File: src/rtl/jtag_uart_responder_pkg.sv
// Shared constants and types for the JTAG UART register responder.
package jtag_uart_pkg;

  localparam logic ADDR_DATA = 1'b0;
  localparam logic ADDR_CTRL = 1'b1;

  localparam int RVALID_BIT = 15;
  localparam int TXDROP_BIT = 10;
  localparam int RAVAIL_LSB = 16;
  localparam int WSPACE_LSB = 16;

  typedef enum logic {
    IDLE = 1'b0,
    RESP = 1'b1
  } state_t;

endpackage

File: src/rtl/jtag_uart_responder_if.sv
// Avalon-MM slave bus plus host-side byte streams of the JTAG UART responder.
interface jtag_uart_if;
  logic        avalon_jtag_slave_chipselect;
  logic        avalon_jtag_slave_address;
  logic        avalon_jtag_slave_read_n;
  logic        avalon_jtag_slave_write_n;
  logic [31:0] avalon_jtag_slave_writedata;
  logic [31:0] avalon_jtag_slave_readdata;
  logic        avalon_jtag_slave_waitrequest;
  logic [7:0]  rx_data;
  logic        rx_valid;
  logic        rx_ready;
  logic [7:0]  tx_data;
  logic        tx_valid;
  logic        tx_ready;

  modport slave (
    input  avalon_jtag_slave_chipselect, avalon_jtag_slave_address,
           avalon_jtag_slave_read_n, avalon_jtag_slave_write_n,
           avalon_jtag_slave_writedata, rx_data, rx_valid, tx_ready,
    output avalon_jtag_slave_readdata, avalon_jtag_slave_waitrequest,
           rx_ready, tx_data, tx_valid
  );

  modport master (
    output avalon_jtag_slave_chipselect, avalon_jtag_slave_address,
           avalon_jtag_slave_read_n, avalon_jtag_slave_write_n,
           avalon_jtag_slave_writedata, rx_data, rx_valid, tx_ready,
    input  avalon_jtag_slave_readdata, avalon_jtag_slave_waitrequest,
           rx_ready, tx_data, tx_valid
  );
endinterface

File: src/rtl/jtag_uart_responder_sync_byte_fifo.sv
// Single-clock byte FIFO with show-ahead head; push when full and pop when
// empty are ignored, so callers may present requests without pre-gating.
module sync_byte_fifo #(
  parameter  int DEPTH = 64,
  localparam int AW    = $clog2(DEPTH),
  localparam int CW    = AW + 1
) (
  input  logic          clk,
  input  logic          reset,
  input  logic          push,
  input  logic [7:0]    push_data,
  input  logic          pop,
  output logic [7:0]    head,
  output logic [CW-1:0] count,
  output logic          full,
  output logic          empty
);

  logic [7:0]    mem [DEPTH];
  logic [AW-1:0] wr_ptr;
  logic [AW-1:0] rd_ptr;
  logic          do_push;
  logic          do_pop;

  assign full    = (count == CW'(DEPTH));
  assign empty   = (count == '0);
  assign do_push = push && !full;
  assign do_pop  = pop && !empty;
  assign head    = mem[rd_ptr];

  // Storage array; contents need no reset since count gates visibility.
  always_ff @(posedge clk) begin
    if (do_push) mem[wr_ptr] <= push_data;
  end

  // Pointers wrap naturally at the power-of-two depth.
  always_ff @(posedge clk) begin
    if (reset) begin
      wr_ptr <= '0;
      rd_ptr <= '0;
      count  <= '0;
    end else begin
      if (do_push) wr_ptr <= wr_ptr + AW'(1);
      if (do_pop)  rd_ptr <= rd_ptr + AW'(1);
      case ({do_push, do_pop})
        2'b10:   count <= count + CW'(1);
        2'b01:   count <= count - CW'(1);
        default: count <= count;
      endcase
    end
  end

endmodule

File: src/rtl/jtag_uart_responder.sv
// JTAG UART register responder: Avalon-MM DATA/CONTROL registers bridged to
// host byte streams through an RX and a TX FIFO.
//
// state | meaning
// IDLE  | no read in progress; a new read stalls one cycle and is latched
// RESP  | readdata holds the latched word, master completes the transfer
module jtag_uart_responder
  import jtag_uart_pkg::*;
#(
  parameter int RX_DEPTH = 64,
  parameter int TX_DEPTH = 64
) (
  input logic         clk,
  input logic         reset,
  jtag_uart_if.slave  bus
);

  localparam int RX_CW = $clog2(RX_DEPTH) + 1;
  localparam int TX_CW = $clog2(TX_DEPTH) + 1;

  state_t state, state_nxt;
  logic   waitrequest;
  logic   latch_rd;
  logic   read_req;
  logic   write_acc;
  logic   tx_drop;
  logic [31:0] readdata;
  logic [31:0] rd_word;

  logic [7:0]       rx_head, tx_head;
  logic [RX_CW-1:0] rx_count;
  logic [TX_CW-1:0] tx_count;
  logic             rx_full, rx_empty, tx_full, tx_empty;
  logic             rx_pop, tx_push;
  logic [15:0]      ravail, wspace;
  logic             unused_wdata;

  // A read on the same cycle as a write wins; the write is discarded.
  assign read_req  = bus.avalon_jtag_slave_chipselect && !bus.avalon_jtag_slave_read_n;
  assign write_acc = bus.avalon_jtag_slave_chipselect && !bus.avalon_jtag_slave_write_n
                     && bus.avalon_jtag_slave_read_n;

  assign rx_pop  = latch_rd && (bus.avalon_jtag_slave_address == ADDR_DATA) && !rx_empty;
  assign tx_push = write_acc && (bus.avalon_jtag_slave_address == ADDR_DATA);

  assign ravail = 16'(rx_count) - 16'd1;
  assign wspace = 16'(TX_DEPTH) - 16'(tx_count);

  assign unused_wdata = ^{bus.avalon_jtag_slave_writedata[31:11],
                          bus.avalon_jtag_slave_writedata[9:8]};

  sync_byte_fifo #(.DEPTH(RX_DEPTH)) u_rx_fifo (
    .clk       (clk),
    .reset     (reset),
    .push      (bus.rx_valid),
    .push_data (bus.rx_data),
    .pop       (rx_pop),
    .head      (rx_head),
    .count     (rx_count),
    .full      (rx_full),
    .empty     (rx_empty)
  );

  sync_byte_fifo #(.DEPTH(TX_DEPTH)) u_tx_fifo (
    .clk       (clk),
    .reset     (reset),
    .push      (tx_push),
    .push_data (bus.avalon_jtag_slave_writedata[7:0]),
    .pop       (bus.tx_ready),
    .head      (tx_head),
    .count     (tx_count),
    .full      (tx_full),
    .empty     (tx_empty)
  );

  // Read FSM state register.
  always_ff @(posedge clk) begin
    if (reset) state <= IDLE;
    else       state <= state_nxt;
  end

  // Next state: a read in IDLE stalls once and latches; RESP always returns.
  always_comb begin
    state_nxt   = state;
    waitrequest = 1'b0;
    latch_rd    = 1'b0;
    case (state)
      IDLE: begin
        if (read_req) begin
          waitrequest = 1'b1;
          latch_rd    = 1'b1;
          state_nxt   = RESP;
        end
      end
      RESP:    state_nxt = IDLE;
      default: state_nxt = IDLE;
    endcase
  end

  // Assemble the register word; RAVAIL reports the count left after this pop.
  always_comb begin
    rd_word = '0;
    if (bus.avalon_jtag_slave_address == ADDR_CTRL) begin
      rd_word[WSPACE_LSB +: 16] = wspace;
      rd_word[TXDROP_BIT]       = tx_drop;
    end else if (!rx_empty) begin
      rd_word[RAVAIL_LSB +: 16] = ravail;
      rd_word[RVALID_BIT]       = 1'b1;
      rd_word[7:0]              = rx_head;
    end
  end

  // Registered read data, captured on the stalling edge.
  always_ff @(posedge clk) begin
    if (reset)         readdata <= '0;
    else if (latch_rd) readdata <= rd_word;
  end

  // Sticky overflow flag: set on a dropped DATA write, cleared via CONTROL bit 10.
  always_ff @(posedge clk) begin
    if (reset) begin
      tx_drop <= 1'b0;
    end else if (write_acc) begin
      if (bus.avalon_jtag_slave_address == ADDR_DATA) begin
        if (tx_full) tx_drop <= 1'b1;
      end else if (bus.avalon_jtag_slave_writedata[TXDROP_BIT]) begin
        tx_drop <= 1'b0;
      end
    end
  end

  assign bus.avalon_jtag_slave_readdata    = readdata;
  assign bus.avalon_jtag_slave_waitrequest = waitrequest;
  assign bus.rx_ready = !rx_full;
  assign bus.tx_data  = tx_head;
  assign bus.tx_valid = !tx_empty;

endmodule
File: src/flat_wrapper.sv
// flat-port wrapper written by rule: the top's interface ports become plain ports
module jtag_uart_responder_flat import jtag_uart_pkg::*;
#(
  parameter int RX_DEPTH = 64,
  parameter int TX_DEPTH = 64
)
  (clk, reset, bus_avalon_jtag_slave_chipselect, bus_avalon_jtag_slave_address, bus_avalon_jtag_slave_read_n, bus_avalon_jtag_slave_write_n, bus_avalon_jtag_slave_writedata, bus_rx_data, bus_rx_valid, bus_tx_ready, bus_avalon_jtag_slave_readdata, bus_avalon_jtag_slave_waitrequest, bus_rx_ready, bus_tx_data, bus_tx_valid);
  jtag_uart_if bus_i ();
  input logic clk;
  input logic reset;
  input wire logic [$bits(bus_i.avalon_jtag_slave_chipselect)-1:0] bus_avalon_jtag_slave_chipselect;
  input wire logic [$bits(bus_i.avalon_jtag_slave_address)-1:0] bus_avalon_jtag_slave_address;
  input wire logic [$bits(bus_i.avalon_jtag_slave_read_n)-1:0] bus_avalon_jtag_slave_read_n;
  input wire logic [$bits(bus_i.avalon_jtag_slave_write_n)-1:0] bus_avalon_jtag_slave_write_n;
  input wire logic [$bits(bus_i.avalon_jtag_slave_writedata)-1:0] bus_avalon_jtag_slave_writedata;
  input wire logic [$bits(bus_i.rx_data)-1:0] bus_rx_data;
  input wire logic [$bits(bus_i.rx_valid)-1:0] bus_rx_valid;
  input wire logic [$bits(bus_i.tx_ready)-1:0] bus_tx_ready;
  output wire logic [$bits(bus_i.avalon_jtag_slave_readdata)-1:0] bus_avalon_jtag_slave_readdata;
  output wire logic [$bits(bus_i.avalon_jtag_slave_waitrequest)-1:0] bus_avalon_jtag_slave_waitrequest;
  output wire logic [$bits(bus_i.rx_ready)-1:0] bus_rx_ready;
  output wire logic [$bits(bus_i.tx_data)-1:0] bus_tx_data;
  output wire logic [$bits(bus_i.tx_valid)-1:0] bus_tx_valid;
  assign bus_i.avalon_jtag_slave_chipselect = bus_avalon_jtag_slave_chipselect;
  assign bus_i.avalon_jtag_slave_address = bus_avalon_jtag_slave_address;
  assign bus_i.avalon_jtag_slave_read_n = bus_avalon_jtag_slave_read_n;
  assign bus_i.avalon_jtag_slave_write_n = bus_avalon_jtag_slave_write_n;
  assign bus_i.avalon_jtag_slave_writedata = bus_avalon_jtag_slave_writedata;
  assign bus_i.rx_data = bus_rx_data;
  assign bus_i.rx_valid = bus_rx_valid;
  assign bus_i.tx_ready = bus_tx_ready;
  assign bus_avalon_jtag_slave_readdata = bus_i.avalon_jtag_slave_readdata;
  assign bus_avalon_jtag_slave_waitrequest = bus_i.avalon_jtag_slave_waitrequest;
  assign bus_rx_ready = bus_i.rx_ready;
  assign bus_tx_data = bus_i.tx_data;
  assign bus_tx_valid = bus_i.tx_valid;
  jtag_uart_responder #(.RX_DEPTH(RX_DEPTH), .TX_DEPTH(TX_DEPTH)) u_core (.clk(clk), .reset(reset), .bus(bus_i));
endmodule
File: config.mk
export PLATFORM = sky130hd
export DESIGN_NAME = jtag_uart_responder_flat
export DESIGN_NICKNAME = d
export VERILOG_FILES = /design/src/rtl/jtag_uart_responder_pkg.sv /design/src/rtl/jtag_uart_responder_if.sv /design/src/rtl/jtag_uart_responder_sync_byte_fifo.sv /design/src/rtl/jtag_uart_responder.sv /design/src/flat_wrapper.sv
export SDC_FILE = /design/constraint.sdc
export NUM_CORES = 1
export LEC_CHECK = 0
export ABC_AREA = 1
export CAP_MARGIN = 25
export CORE_ASPECT_RATIO = 0.6
export CORE_MARGIN = 1
export CORE_UTILIZATION = 34
export CTS_CLUSTER_SIZE = 12
export DETAILED_ROUTE_END_ITERATION = 10
export MAX_ROUTING_LAYER = met4
export PLACE_DENSITY_LB_ADDON = 0.3
export SYNTH_ARGS = -nofsm -noshare
export SYNTH_HDL_FRONTEND = slang
export SYNTH_HIERARCHICAL = 1
export SYNTH_SLANG_ARGS = --single-unit
File: constraint.sdc
create_clock -name clk -period 4.4 [get_ports clk]
set_input_delay 0.44 -clock clk [delete_from_list [all_inputs] [get_ports clk]]
set_output_delay 0.44 -clock clk [all_outputs]
set_load 0.01 [all_outputs]
======== Yosys cells after proc, flatten, opt, wreduce, memory -nomap -nowiden ========
Memories as Yosys holds them, arrays and structs flattened. A register that Yosys moved wholly into a read port is not among the register bits.
Cells that the tools add are included.
storage, ports and cells
  register bits after elaboration ......... 66
  RAM bits ................................ 1024
  bits of input ports ..................... 48
  output and inout bits ................... 43
  logic and storage cells ................. 74
  memories kept ........................... 2
memories
  name                  depth  width  rd ports  clocked after memory_dff  write ports  RTL line                                  source
  u_core.u_rx_fifo.mem  64     8      1         1                         1            jtag_uart_responder_sync_byte_fifo.sv:19  logic [7:0] mem [DEPTH];
  u_core.u_tx_fifo.mem  64     8      1         1                         1            jtag_uart_responder_sync_byte_fifo.sv:19
operators by class
  $add $sub $neg .......................... 10
  equal/unequal tests ..................... 7
  mux-type cells .......................... 22
  bitwise logic cells ..................... 2
  reductions and logical operators ........ 22
operator list
  cell                 number
  $pmux 7 s2           2
  $add 6x1->6 const B  4
  $mux 6               4
  $mux 17              1
  $mux 16              1
  $mux 8               2
  $add 7x1->7 const B  2
  $eq 7x7->1 const B   2
  $logic_not 7->1      2
  $sub 7x1->7 const B  2
  $mux 1               11
  $logic_and 1x1->1    10
  $sub 7x1->8 const B  1
  $sub 7x7->8 const A  1
  $logic_not 1->1      6
  $reduce_bool 2->1    3
  $eq 2x1->1 const B   2
  $eq 2x2->1 const B   2
  $reduce_and 3->1     1
  $ne 2x1->1 const B   1
  $not 1->1            2
  $pmux 1 s2           1

======== Longest topological paths before layout ========
Gate-level depths: netlist of the first run.
  word-level depth ........................ 9
  mapped depth ............................ 24
  mapped depth without buffers ............ 21

======== Modules after synthesis ========
Netlist of the first run, hierarchy kept.
modules (own cells, without submodules)
  module                             times used  cells an instance  area each (µm²)
  sync_byte_fifo (u_core.u_rx_fifo)  1           1980               22396.5
  sync_byte_fifo (u_core.u_tx_fifo)  1           1980               22310.1
  jtag_uart_responder                1           173                1178.6

======== Least setup slack after synthesis of the first run ========
OpenSTA, ideal clock, no wires.
  kind .................................... register to register
  from .................................... register u_core.u_rx_fifo.count[2]
  to ...................................... register u_core.u_rx_fifo.count[4]
  setup time .............................. 0.115 ns
  arrival time ............................ 2.917 ns
  path slack .............................. 1.368 ns
  stages on the path, launching flop included .. 22
  buffers on the path ..................... 3
  period minus slack after synthesis ...... 3.032 ns
  cell sequence ........................... dfxtp_1 inv_1 nand4_2 nor3_2 nor2_1 inv_2 nor2_4 buf_6 inv_1 nor2_1 buf_2 ha_1 buf_4 xnor2_1 inv_1 ha_1 o21bai_1 nand2_1 nand2_1 xor2_1 o21ai_0 inv_1
on the way
  cells in the longest elaborated chain, start to end .. 6
  elaborated cells on any way between the ends .. 13
  those cells by class .................... 2 x add/sub; 3 x eq/ne; 1 x mux; 7 x reduce/logical
RTL lines
  what                                             RTL line                                  source
  start: declaration                               jtag_uart_responder_sync_byte_fifo.sv:14  output logic [CW-1:0] count,
  start signal: assignment                         jtag_uart_responder_sync_byte_fifo.sv:46  2'b10: count <= count + CW'(1);
  start signal: assignment                         jtag_uart_responder_sync_byte_fifo.sv:47  2'b01: count <= count - CW'(1);
  start signal: assignment                         jtag_uart_responder_sync_byte_fifo.sv:48  default: count <= count;
  $logic_not 7->1 (*)                              jtag_uart_responder_sync_byte_fifo.sv:26  assign empty = (count == '0);
  net u_core.rx_empty                              jtag_uart_responder.sv:33                 logic rx_full, rx_empty, tx_full, tx_empty;
  $logic_not 1->1 (*)                              jtag_uart_responder.sv:43                 assign rx_pop = latch_rd && (bus.avalon_jtag_slave_address == ADDR_DATA) && !rx_empty;
  $logic_and 1x1->1 (*)                            jtag_uart_responder.sv:43
  net u_core.rx_pop                                jtag_uart_responder.sv:34                 logic rx_pop, tx_push;
  $logic_and 1x1->1 (*)                            jtag_uart_responder_sync_byte_fifo.sv:28  assign do_pop = pop && !empty;
  $eq 2x1->1 or $eq 2x2->1 (tied branches)         jtag_uart_responder_sync_byte_fifo.sv:45  case ({do_push, do_pop})
  $pmux 7 s2 or $reduce_bool 2->1 (tied branches)  n/a
Mark *: on every way through the listed nets, which the timed path passes. The rest lies on a longest branch.
A chain may end at the register's enable or synchronous reset.

==> run summary, run 1 <==
status = finished clean
Max Root-Sink Buffers = 3
worst endpoint data arrival time = 3540 ps
Initial Utilization = 34.6%
Synth Register Bits = 1094
# DRC = 0
gpl congestion = 0.880
Final setup viols = 0
IO Count = 91
first-pass GRT wire length = 182000 um
clock-pin slew on the worst setup and hold paths = 60 ps
row count = 103
CP max FO = 96
DR iter-0 viols = 3204
IO buf count = 61
Mapped Area = 45900 um2
Sum Neg Setup Slack = 0 ps
drt total wl = 122000 um
total CTS buffers = 106
share of cells above drive strength 1 = 7.14%
register area share after synthesis = 70.1%
final-stage net count = 4252
chip width = 476 um
Max-slew headroom = 33.7%
number of H-tree levels = 3
top_reg_cell synth = edfxtp_1
EDFF count, synth = 1024
Bufs and invs on worst path = 3
Pre-Repair DR Iteration Count = 6
Hold Fails Final Rpt = 0
most common cell after layout, fill and taps aside = nand2_1
largest net degree at the start of global routing = 161
f_max = 251 MHz
setup bufs post-CTS = 0
total track usage = 18.1%
Worst Clk Skew = 57.9 ps
Synth async-reset ratio = 0%
Mapped Cells = 4133
clk_lat worst skew = 750 ps
RSZ-0062 raised after global routing = false
VDD IR max = 0.307 mV
number of max-cap violations = 0
Post-CTS Resized = 0
Netlist cell types = 41
Ys Warns = 6
CTS Sinks = 1094
CP max-delay cell = clkdlybuf4s50_1
CP Class = reg2out
DIE AREA = 136000 um2
die height = 287 um
Worst path top cell family by delay = buffers and inverters
final period utilization = 90.5%
routed len/inst = 20.2 um
initial antenna violation count = 4
Tot Pwr = 23.8 mW
minimum clock period = 3980 ps
most frequent cells in the layout = nand2_1, edfxtp_1, nand3_1, nor2_1, buf_4
Synth Area per Inst = 11.1 um2
fin util = 38.7%
Root Buffer = clkbuf_16
ANT nets after route = 0
Slew Viols, Final = 0
Worst Path Required = 3960 ps
via count = 30500
type of element launching the critical path = flip-flop
vias per cell = 5.04
PD cells = 463 nW/um2
area delta synth->final = 12.0%
hold_buf cts = 0
Hold Path Class = in2reg
Core ar. = 133000 um2
leakage = 18.3 nW
crit end category = output pin
crit-path max cell delay = 550 ps
Detailed Place HPWL = 73500 um
CTS tree = done
worst slew pin tran = 994 ps
cells along the critical path = inv_8 -> buf_12 -> nand2_1 -> nand3_1 -> nand3_1 -> nand2_1 -> nand2_1 -> nand3_1 -> nand3_1 -> nand2_1 -> clkdlybuf4s50_1
GRT overflow = 0
vias in the first global route = 27900
logic make-up (layout without fill, tap and decap cells):
kind of cell / Yosys count / in the layout / share of synthesized area (%)
flops: 1094 / 1094 / 70.1
compound gates: 92 / 92 / 1.09
other cells: 1 / 9 / 0.00817
fa+ha+maj: 12 / 12 / 0.327
simple gates: 2567 / 2567 / 23.9
buf+inv: 352 / 472 / 4.33
xor+xnor: 15 / 15 / 0.286
path summary, 6_finish.rpt:
check	slack (ps)	endpoint	cells past startpoint	startpoint
hold / removal	130	u_core/u_rx_fifo/mem[59][5]	1	bus_rx_data[5]
setup / recovery	420	bus_tx_data[7]	11	flip-flop
hold reg to reg	470	flip-flop	1	u_core/u_rx_fifo/rd_ptr[0]
setup reg to reg	750	u_core/u_rx_fifo/count[4]	19	u_core/u_rx_fifo/count[2]
cell usage after synthesis, drive strengths merged (2+ instances only):
master     n  area [um2]
nand4     19         125
nor2     176         683
inv      103         392
a21o       2        15.0
buf      218        1470
nand3    922        4640
nand3b     2        15.0
clkinv     2        21.3
clkbuf    29         109
ha        12         150
o21a       5        37.5
nor3      13         109
a21oi     51         263
o21ai     27         135
dfxtp     70        1400
a31oi      3        18.8
edfxtp  1024       30700
nand2   1434        5390
xnor2      9        78.8
xor2       6        52.6
where the power goes:
| group | internal (mW) | total [mW] | switching (mW) |
|---|---|---|---|
| Sequential | 11.5 | 11.6 | 0.126 |
| Combinational | 1.11 | 3.76 | 2.65 |
| Clock | 4.54 | 8.44 | 3.90 |
| Total | 17.1 | 23.8 | 6.68 |
routing by layer:
layer | share of wire, % | GRT usage, % | up-vias | wire length [um]
li1 | - | - | 14400 | -
met4 | 2.0 | 4.42 | 0 | 2500
met3 | 9.3 | 4.70 | 158 | 11300
met2 | 39 | 22.8 | 1063 | 47700
met5 | 0 | - | - | 0
met1 | 50 | 28.1 | 14800 | 60700
cell type report:
class,count,area [um2]
Antenna cell,3,7.51
Clock buffer,155,2860
Clock inverter,19,223
Fill cell,12800,81400
Inverter,105,427
Multi-Input combinational cell,2692,11800
Sequential cell,1094,32200
Tap cell,1785,2230
Timing Repair Buffer,193,1700
sequential cells by signal, indices dropped and copies added, names as in the netlist, named ones only:
name                                   count
u_core/u_rx_fifo/mem                     512
u_core/u_tx_fifo/mem                     512
u_core/bus.avalon_jtag_slave_readdata     18
u_core/u_rx_fifo/count                     7
u_core/u_tx_fifo/count                     7
u_core/u_rx_fifo/rd_ptr                    6
u_core/u_rx_fifo/wr_ptr                    6
u_core/u_tx_fifo/rd_ptr                    6
u_core/u_tx_fifo/wr_ptr                    6
u_core/state                               1
u_core/tx_drop                             1
through the flow:
stage | area (um2) | hold WS [ps] | cells | worst slack (ps)
6_report | 51400 | 133 | 6046 | 416
5_1_grt | 51400 | 113 | 6046 | 237
4_1_cts | 51300 | 84.6 | 6042 | 388
3_5_place_dp | 48300 | 467 | 5868 | 694
3_3_place_gp | 48300 | 461 | 5867 | 585
2_1_floorplan | 45900 | 450 | 4138 | 1370
Power figures use the tool's default switching activity.
==> run 2, diff against run 1 <==
CAP_MARGIN = default   (was 25)
CTS_CLUSTER_SIZE = default   (was 12)
==> run 2 against run 1 <==
  * Non-clock buffer count decreased by 2
  * Routed wire length decreased by 0.73%
  * Largest cell class unchanged
  * Count of clock-buffer cells in the layout decreased by 25
  * Highest routed layer unchanged
  * Hold slack got worse by 4.7 ps
  * Via count about the same
  * Die area unchanged
==> run summary, run 2 (same netlist as run 1, synthesis figures left out) <==
die height = 287 um
Root Buffer = clkbuf_16
worst slew pin tran = 1220 ps
Hold Path Origin = bus_rx_data[5]
r2r endpoint = u_core/u_rx_fifo/count[4]
routed len/inst = 20.0 um
IO buf count = 61
WHS Endpoint = u_core/u_rx_fifo/mem[58][5]
Initial Utilization = 34.6%
final period utilization = 90.8%
f_max = 250 MHz
initial antenna violation count = 2
Detailed Place HPWL = 73500 um
Worst Clk Skew = 66.5 ps
Final setup viols = 0
clk_lat worst skew = 730 ps
placed cells = 5867
VDD IR max = 0.282 mV
setup bufs post-CTS = 0
IO Count = 91
chip width = 476 um
FF+latch area = 32200 um2
Sum Neg Setup Slack = 0 ps
Post-CTS Resized = 0
RSZ-0062 raised after global routing = false
DR iter-0 viols = 3550
GRT overflow = 0
type of element launching the critical path = flip-flop
first-pass GRT wire length = 182000 um
Hold Path Class = in2reg
PD cells = 467 nW/um2
status = finished clean
fill cell count = 12800
most frequent cells in the layout = nand2_1, edfxtp_1, nand3_1, nor2_1, buf_4
DIE AREA = 136000 um2
hold_buf cts = 0
Max Root-Sink Buffers = 3
row count = 103
Worst Path Required = 3960 ps
crit end category = output pin
footprint of the multi-input gates = 11800 um2
most common cell after layout, fill and taps aside = nand2_1
Pre-Repair DR Iteration Count = 5
Max-slew headroom = 18.8%
gpl congestion = 0.880
vias in the first global route = 27700
via count = 30500
total track usage = 18.1%
leakage = 18.4 nW
ANT nets after route = 0
ant diodes = 0
Hold Fails Final Rpt = 0
# DRC = 0
reg2reg path depth = 19
minimum clock period = 4000 ps
number of max-cap violations = 0
vias per cell = 5.04
number of H-tree levels = 3
area delta synth->final = 12.2%
largest net degree at the start of global routing = 161
final-stage net count = 4247
CP max FO = 96
hold path cells = 1
worst endpoint data arrival time = 3560 ps
CP Class = reg2out
Slew Viols, Final = 0
drt total wl = 121000 um
CTS Sinks = 1094
fin cells = 6052
total CTS buffers = 103
CTS tree = done
clock-pin slew on the worst setup and hold paths = 70 ps
Core ar. = 133000 um2
R2R Path Start = u_core/u_rx_fifo/count[2]
R2R Setup Slk = 700 ps
share of cells above drive strength 1 = 7.66%
==> run 2: how the worst max path moves through the flow <==
stage	to	startpoint	slack, ps	depth (start not counted)
floorplan	u_core/u_rx_fifo/count[4]	u_core/u_rx_fifo/count[2]	1370	21
global placement	u_core/u_rx_fifo/count[4]	bus_avalon_jtag_slave_read_n	590	17
detailed placement	u_core/u_rx_fifo/count[4]	bus_avalon_jtag_slave_read_n	700	17
CTS	bus_tx_data[7]	flip-flop	420	11
global route	bus_tx_data[7]	flip-flop	240	11
finish	bus_tx_data[7]	flip-flop	400	11
==> run 2: stage by stage <==
stage          instance area [um2]  power [mW]  util [%]  setup slack, ps  hold slack, ps
4_1_cts                      51500        24.2      38.8              423            77.9
3_3_place_gp                 48300        15.5      36.4              585             461
3_5_place_dp                 48300        15.5      36.4              703             462
2_1_floorplan                45900        14.3         -             1370             450
5_1_grt                      51500        25.0      38.8              240             102
6_report                     51500        24.0      38.8              403             128
==> run 2: power by group <==
group | internal [mW] | switching (mW) | total [mW]
clock network | 4.76 | 3.95 | 8.71
registers | 11.5 | 0.126 | 11.6
logic | 1.11 | 2.65 | 3.75
==> run 2: metal layers <==
layer	GRT usage (%)	up-vias	share of wire [%]	routed length [um]
li1	-	14400	-	-
met1	28.9	14800	50	61200
met2	22.8	1108	39	47600
met3	3.79	134	8.9	10800
met4	3.62	0	1.4	1730
met5	-	-	0	0
==> run 2: layout make-up <==
class,instances,share of cell area [%]
clock buffer,130,5.30
clock inverter,55,1.00
tap,1785,4.34
multi-input combinational,2692,22.8
inverter,105,0.828
sequential,1094,62.5
timing repair buffer,191,3.23
==> run 2: worst max-delay path: stages, from the launching register on <==
cell	delay, ps
dfxtp_4	420
inv_8	470
buf_12	320
nand2_1	90
nand3_1	80
nand3_1	100
nand2_1	240
nand2_1	80
nand3_1	110
nand3_1	180
nand2_1	170
clkdlybuf4s50_1	550
